--- config.mk ---
export PLATFORM = sky130hd
export DESIGN_NAME = axi_read_arbiter
export DESIGN_NICKNAME = d
export VERILOG_FILES = /design/src/rtl/axi_read_arbiter.sv
export SDC_FILE = /design/constraint.sdc
export NUM_CORES = 1
export LEC_CHECK = 0
export CORE_ASPECT_RATIO = 1.4
export CORE_MARGIN = 5
export CORE_UTILIZATION = 25
export CTS_BUF_LIST = sky130_fd_sc_hd__clkbuf_8
export CTS_CLUSTER_SIZE = 30
export DETAILED_ROUTE_END_ITERATION = 6
export PLACE_DENSITY = 0.67
export REMOVE_ABC_BUFFERS = 1
export SYNTH_ARGS = -nofsm -noshare
export SYNTH_HDL_FRONTEND = slang
export SYNTH_SLANG_ARGS = --single-unit
export TNS_END_PERCENT = 20
--- constraint.sdc ---
create_clock -name clk -period 2.1 [get_ports clk]
set_input_delay 0.63 -clock clk [delete_from_list [all_inputs] [get_ports clk]]
set_output_delay 0.63 -clock clk [all_outputs]
set_load 0.005 [all_outputs]
--- src/rtl/axi_read_arbiter.sv ---
// axi_read_arbiter: round-robin arbiter sharing one AXI read port between two masters,
// one outstanding burst at a time, with a sticky burst-length error flag.
module axi_read_arbiter #(
    parameter int ADDR_WIDTH         = 32,
    parameter int READ_CHANNEL_WIDTH = 4,
    parameter int READ_BURST_LEN     = 8
) (
    input  logic                          clk,
    input  logic                          rst_n,
    input  logic                          m0_ARVALID,
    input  logic [ADDR_WIDTH-1:0]         m0_ARADDR,
    input  logic [READ_BURST_LEN-1:0]     m0_ARLEN,
    input  logic [2:0]                    m0_ARSIZE,
    input  logic [1:0]                    m0_ARBURST,
    output logic                          m0_ARREADY,
    output logic                          m0_RVALID,
    output logic [READ_CHANNEL_WIDTH-1:0] m0_RDATA,
    output logic                          m0_RLAST,
    output logic [1:0]                    m0_RRESP,
    input  logic                          m0_RREADY,
    input  logic                          m1_ARVALID,
    input  logic [ADDR_WIDTH-1:0]         m1_ARADDR,
    input  logic [READ_BURST_LEN-1:0]     m1_ARLEN,
    input  logic [2:0]                    m1_ARSIZE,
    input  logic [1:0]                    m1_ARBURST,
    output logic                          m1_ARREADY,
    output logic                          m1_RVALID,
    output logic [READ_CHANNEL_WIDTH-1:0] m1_RDATA,
    output logic                          m1_RLAST,
    output logic [1:0]                    m1_RRESP,
    input  logic                          m1_RREADY,
    output logic                          s_ARVALID,
    output logic [ADDR_WIDTH-1:0]         s_ARADDR,
    output logic [READ_BURST_LEN-1:0]     s_ARLEN,
    output logic [2:0]                    s_ARSIZE,
    output logic [1:0]                    s_ARBURST,
    input  logic                          s_ARREADY,
    input  logic                          s_RVALID,
    input  logic [READ_CHANNEL_WIDTH-1:0] s_RDATA,
    input  logic                          s_RLAST,
    input  logic [1:0]                    s_RRESP,
    output logic                          s_RREADY,
    output logic                          grant,
    output logic                          busy,
    output logic                          err_len
);
    localparam int CW = READ_BURST_LEN + 1;

    typedef enum logic [1:0] {IDLE, ADDR, DATA} state_t;

    state_t                    state_q;
    logic                      grant_q;
    logic                      last_grant_q;
    logic                      err_q;
    logic [READ_BURST_LEN-1:0] len_q;
    logic [CW-1:0]             beat_cnt_q;

    logic in_addr;
    logic in_data;
    logic pick;
    logic r_hs;
    logic at_len;
    logic sel_r0;
    logic sel_r1;

    assign in_addr = state_q == ADDR;
    assign in_data = state_q == DATA;
    // On a tie the master that did not win last time gets the bus.
    assign pick    = (m0_ARVALID && m1_ARVALID) ? ~last_grant_q : m1_ARVALID;
    assign r_hs    = s_RVALID && s_RREADY;
    // beat_cnt+1 == len+1 reduces to beat_cnt == len; the wider counter keeps saturation distinct.
    assign at_len  = beat_cnt_q == {1'b0, len_q};
    assign sel_r0  = in_data && !grant_q;
    assign sel_r1  = in_data && grant_q;

    assign s_ARVALID  = in_addr && (grant_q ? m1_ARVALID : m0_ARVALID);
    assign s_ARADDR   = grant_q ? m1_ARADDR  : m0_ARADDR;
    assign s_ARLEN    = grant_q ? m1_ARLEN   : m0_ARLEN;
    assign s_ARSIZE   = grant_q ? m1_ARSIZE  : m0_ARSIZE;
    assign s_ARBURST  = grant_q ? m1_ARBURST : m0_ARBURST;
    assign m0_ARREADY = in_addr && !grant_q && s_ARREADY;
    assign m1_ARREADY = in_addr && grant_q && s_ARREADY;

    assign s_RREADY   = in_data && (grant_q ? m1_RREADY : m0_RREADY);
    assign m0_RVALID  = sel_r0 && s_RVALID;
    assign m0_RDATA   = sel_r0 ? s_RDATA : '0;
    assign m0_RLAST   = sel_r0 && s_RLAST;
    assign m0_RRESP   = sel_r0 ? s_RRESP : 2'b00;
    assign m1_RVALID  = sel_r1 && s_RVALID;
    assign m1_RDATA   = sel_r1 ? s_RDATA : '0;
    assign m1_RLAST   = sel_r1 && s_RLAST;
    assign m1_RRESP   = sel_r1 ? s_RRESP : 2'b00;

    assign grant   = grant_q;
    assign busy    = state_q != IDLE;
    assign err_len = err_q;

    always_ff @(posedge clk or negedge rst_n) begin
        if (!rst_n) begin
            state_q      <= IDLE;
            grant_q      <= 1'b0;
            last_grant_q <= 1'b1;
            len_q        <= '0;
            beat_cnt_q   <= '0;
            err_q        <= 1'b0;
        end else begin
            case (state_q)
                IDLE: begin
                    if (m0_ARVALID || m1_ARVALID) begin
                        grant_q    <= pick;
                        len_q      <= pick ? m1_ARLEN : m0_ARLEN;
                        beat_cnt_q <= '0;
                        state_q    <= ADDR;
                    end
                end
                ADDR: begin
                    if (s_ARVALID && s_ARREADY) state_q <= DATA;
                end
                DATA: begin
                    if (r_hs) begin
                        if (!(&beat_cnt_q)) beat_cnt_q <= beat_cnt_q + CW'(1);
                        if (s_RLAST) begin
                            if (!at_len) err_q <= 1'b1;
                            last_grant_q <= grant_q;
                            state_q      <= IDLE;
                        end else if (at_len) begin
                            err_q <= 1'b1;
                        end
                    end
                end
                default: state_q <= IDLE;
            endcase
        end
    end
endmodule

* After elaboration in Yosys (flattened, before gate mapping)
Index checks and enable logic that the tools add are counted.
Storage, ports and cells: logic and storage cells 68, output and inout bits 68, input port bits 105, flip-flop bits (word level) 22
Cells by class: muxes and demuxes 24, equality and inequality tests 9, reduce and logical (&&, ||, !) cells 27, add/subtract/negate cells 1, bitwise logic cells 1
Operators with widths (count):
- $mux W32 | 1
- $mux W9 | 3
- $pmux W9 S2 | 1
- $mux W8 | 2
- $logic_and A1 B1 Y1 | 15
- $mux W2 | 7
- $reduce_and A4 Y1 | 3
- $add A9 B1 Y9 const B | 1
- $eq A9 B8 Y1 | 1
- $reduce_and A9 Y1 | 1
- $mux W4 | 2
- $ne A2 B2 Y1 const B | 4
- $mux W1 | 6
- $pmux W2 S3 | 1
- $reduce_bool A2 Y1 | 3
- $ne A2 B1 Y1 const B | 2
- $mux W3 | 1
- $reduce_and A3 Y1 | 1
- $eq A2 B1 Y1 const B | 1
- $eq A2 B2 Y1 const B | 1
- $logic_not A2 Y1 | 1
- $reduce_and A2 Y1 | 1
- $logic_not A1 Y1 | 1
- $logic_or A1 B1 Y1 | 1
- $not A1 Y1 | 1

* Logic depth before layout (Yosys ltp)
word-level depth 5, gate-level depth with buffers 10, gate-level depth less buffers 9

* Worst setup path before layout
Ideal clock, no wire load.
path type flip-flop to output port, from register grant_q, in the netlist grant, to output port s_ARADDR[22], data required time 1.470 ns, stages on the path, launching flop included 5, arrival time 1.249 ns, slack 0.221 ns, path buffers 3, cells stage by stage dfrtp_1 > buf_6 > buf_2 > buf_2 > mux2_2
Between the ends: cells in the longest elaborated chain, start to end 1
RTL lines:
- start: declaration | RTL line 52 | logic grant_q;
- start signal: assignment | RTL line 110 | grant_q <= pick;
- $mux W32 | RTL line 77 | assign s_ARADDR = grant_q ? m1_ARADDR : m0_ARADDR;
- end: declaration | RTL line 33 | output logic [ADDR_WIDTH-1:0] s_ARADDR,
No other way between the ends.

* Final worst setup path
from register grant_q, in the netlist grant, to output port s_RREADY
Between the ends: cells in the longest elaborated chain, start to end 2
RTL lines:
- $mux W1 | RTL line 84 | assign s_RREADY = in_data && (grant_q ? m1_RREADY : m0_RREADY);
- $logic_and A1 B1 Y1 | RTL line 84
- end: declaration | RTL line 42 | output logic s_RREADY,
No other way between the ends.

==> results.yml <==
cts:
  clk_pin_slew_ps: 80
  ctsHtreeMaxLevel: 1
  clock_latency_ps: 260
  numCtsBuffers: 3
  postCtsHoldBufs: 0
  cts_tree: "yes"
  cts_root_buf: "clkbuf_8"
  clk_path_buf_depth: 2
  cts.sinks: 22
routing:
  vias_per_cell: 4.52
  wl_per_cell_um: 15.6
  wl_um: 7980
  ant_nets: 0
  drtIter0Drc: 96
  via_count: 2304
  drc: 0
  dr.pass1.iters: 4
synthesis:
  synth-main-ff-cell: "dfrtp_1"
  synth_seq_cells: 22
  syn_inst: 206
  avgSynthCellArea_sq_um: 9.24
  synth_top_area_share_pct: 27.6
  yosysSeqAreaShare_pct: 29.0
  synth_area_sq_mm: 0.00190
  yosysTopAreaCell: "dfrtp_1"
  yosys_warnings: 0
  synth.distinct_cells: 38
  synth_area_leaders: "dfrtp_1 28%, mux2_2 27%, o21ai_0 5.8%"
  async_reset_ff_share_pct: 100
  synth_edf_count: 0
floorplanning:
  ios: 173
  core_region_area_sq_mm: 0.00741
  chipHeight_um: 113
  die_w_um: 83.8
  initial_core_util_pct: 25.7
  num_rows: 37
  die_area_sq_mm: 0.00949
timing:
  final.period_utilization_pct: 101
  worst_pin_slew_ps: 531
  rsz0062_at_grt: "true"
  setup_viol: 1
  max_slew_margin_pct: 64.3
  final_hold_viol_count: 0
  slew_viol_final: 0
  finalCriticalPeriod_ps: 2120
  fmaxAchievable_mhz: 472
  hold_slack_ps: 483
  layout_setup_ws_ps: -17.7
  skew_ps: 2.02
global_route:
  grt-ovfl-total: 0
  grt_pass1_wl_um: 11900
  grt_start_max_net_pins: 25
  antenna_found_initial: 0
  grt_util_all_layers_pct: 15.4
  grt_pass1_vias: 2566
job:
  maxCapViolCount: 0
outcome:
  status: "finished with violations"
  violations: "setup timing"
cells_and_area:
  register_area_sq_um: 553
  nFillCells: 705
  nets: 521
  area_growth_pct: 111
  multiInputGateArea_sq_mm: 0.00135
  antenna_cells: 0
  drive_above_1_share_pct: 38.7
critical_path:
  path_max_fanout: 12
  cp.arrival_ps: 1490
  endpoint_kind: "primary output"
  worstRegToRegCells: 10
  critical_path_class: "flip-flop to primary output"
  cp-start-kind: "flip-flop"
  worstPathRequired_ps: 1470
worst_hold_path:
  whs_path_depth: 2
  hold_class: "flip-flop to flip-flop"
power_and_ir_drop:
  ir_worst_vdd_mv: 0.475
  power_density_mw_per_mm2: 851
  p_leak_nw: 1.96
place:
  numPortBuffers: 172
  hpwl_um: 6540
  place.gp.congestion: 0.884
  place_ws_ps: -376
[synth_stat cells, types with 2 or more instances]
cell type,number
o21ai_0,22
xor2_1,8
nand3_1,3
mux2i_1,10
nor2_1,10
ha_1,2
a21oi_1,3
o31ai_1,2
buf_6,2
dfrtp_1,21
and2_1,9
nand4_1,3
clkbuf_1,5
nor2b_1,2
nand2_1,18
and3_1,12
buf_2,5
or3_1,2
nand2b_1,2
mux2_2,45
inv_1,3
[final timing paths]
check	start	end	slack [ps]
min in group asynchronous	rst_n	len_q[6]	710
max in group asynchronous	rst_n	last_grant_q	1110
worst min register to register	last_grant_q	last_grant_q	480
worst min-delay path	last_grant_q	last_grant_q	480
worst max-delay path	grant	s_RREADY	-20
worst max register to register	beat_cnt_q[1]	beat_cnt_q[7]	170
[critical path, cell delays in order (launching register included)]
cell           delay (ps)
dfrtp_2               420
buf_4                 210
mux2i_2               270
nor2_1                 50
dlygate4sd2_1         270
[metrics by stage]
step / instance area, sq um / setup TNS [ps] / power [mW] / util [%] / instances
floorplan: 1830 / -31240 / 1.69 / - / 193
finish: 4020 / -17.7 / 3.42 / 54.2 / 510
global route: 4020 / -682 / 3.67 / 54.2 / 510
global placement: 4000 / -18550 / 3.09 / 54.0 / 500
detailed placement: 4000 / -18800 / 3.12 / 54.0 / 500
CTS: 3970 / -2150 / 3.26 / 53.6 / 507
[area by class of cell]
class / instances / share of cell area [%]
multi-input cells: 168 / 33.6
inverters: 3 / 0.280
clock buffers: 4 / 1.37
flip-flops and latches: 22 / 13.8
repair buffers: 216 / 48.0
well taps: 97 / 3.02
[logic make-up after synthesis]
logic type / synth area share (%)
AND/OR/NAND/NOR: 19.2
AO/OA/AOI/OAI: 9.72
flip-flops: 29.0
adder cells (fa/ha/maj): 1.31
multiplexers: 32.7
XOR/XNOR: 3.68
buffers and inverters: 4.47
[cells in the final DEF (no fill, tap or decap), types with 4 or more instances in the layout]
master / n
buf_2: 19
xor2_1: 8
mux2i_1: 9
clkbuf_8: 4
buf_6: 11
and2_1: 9
clkdlybuf4s15_1: 5
and3_1: 11
clkdlybuf4s15_2: 4
dfrtp_1: 20
clkdlybuf4s50_1: 90
o21ai_0: 22
nand2_1: 18
clkbuf_2: 26
dlymetal6s2s_1: 7
mux2_4: 16
dlygate4sd2_1: 12
buf_4: 37
nor2_1: 9
mux2_2: 30
[metal layers]
metal  vias to the layer above  share of wire (%)  GRT usage [%]
li1                       1152                  -              -
met1                      1043                 34           14.5
met2                        95                 57           31.4
met3                        14                6.3           3.28
met4                         0                3.0           6.44
met5                         -                  0              0
[state kept, by name (all words and copies together) (netlist names)]
name / flops
beat_cnt_q: 9
err_len: 1
grant: 1
last_grant_q: 1
len_q: 8
state_q: 2
[report_power, final]
part	total, mW	switching (mW)	internal [mW]
clock	0.304	0.137	0.167
sequential	0.673	0.108	0.565
combinational	2.44	0.975	1.47
[what timing repair did]
item	4_1_cts	5_1_grt
setup endpoints to repair	66	66
cloned	0	3
pin swaps	1	2
gates resized for setup	177	85
hold endpoints to repair	0	0
buffers inserted	3	0
Power figures use the tool's default switching activity.
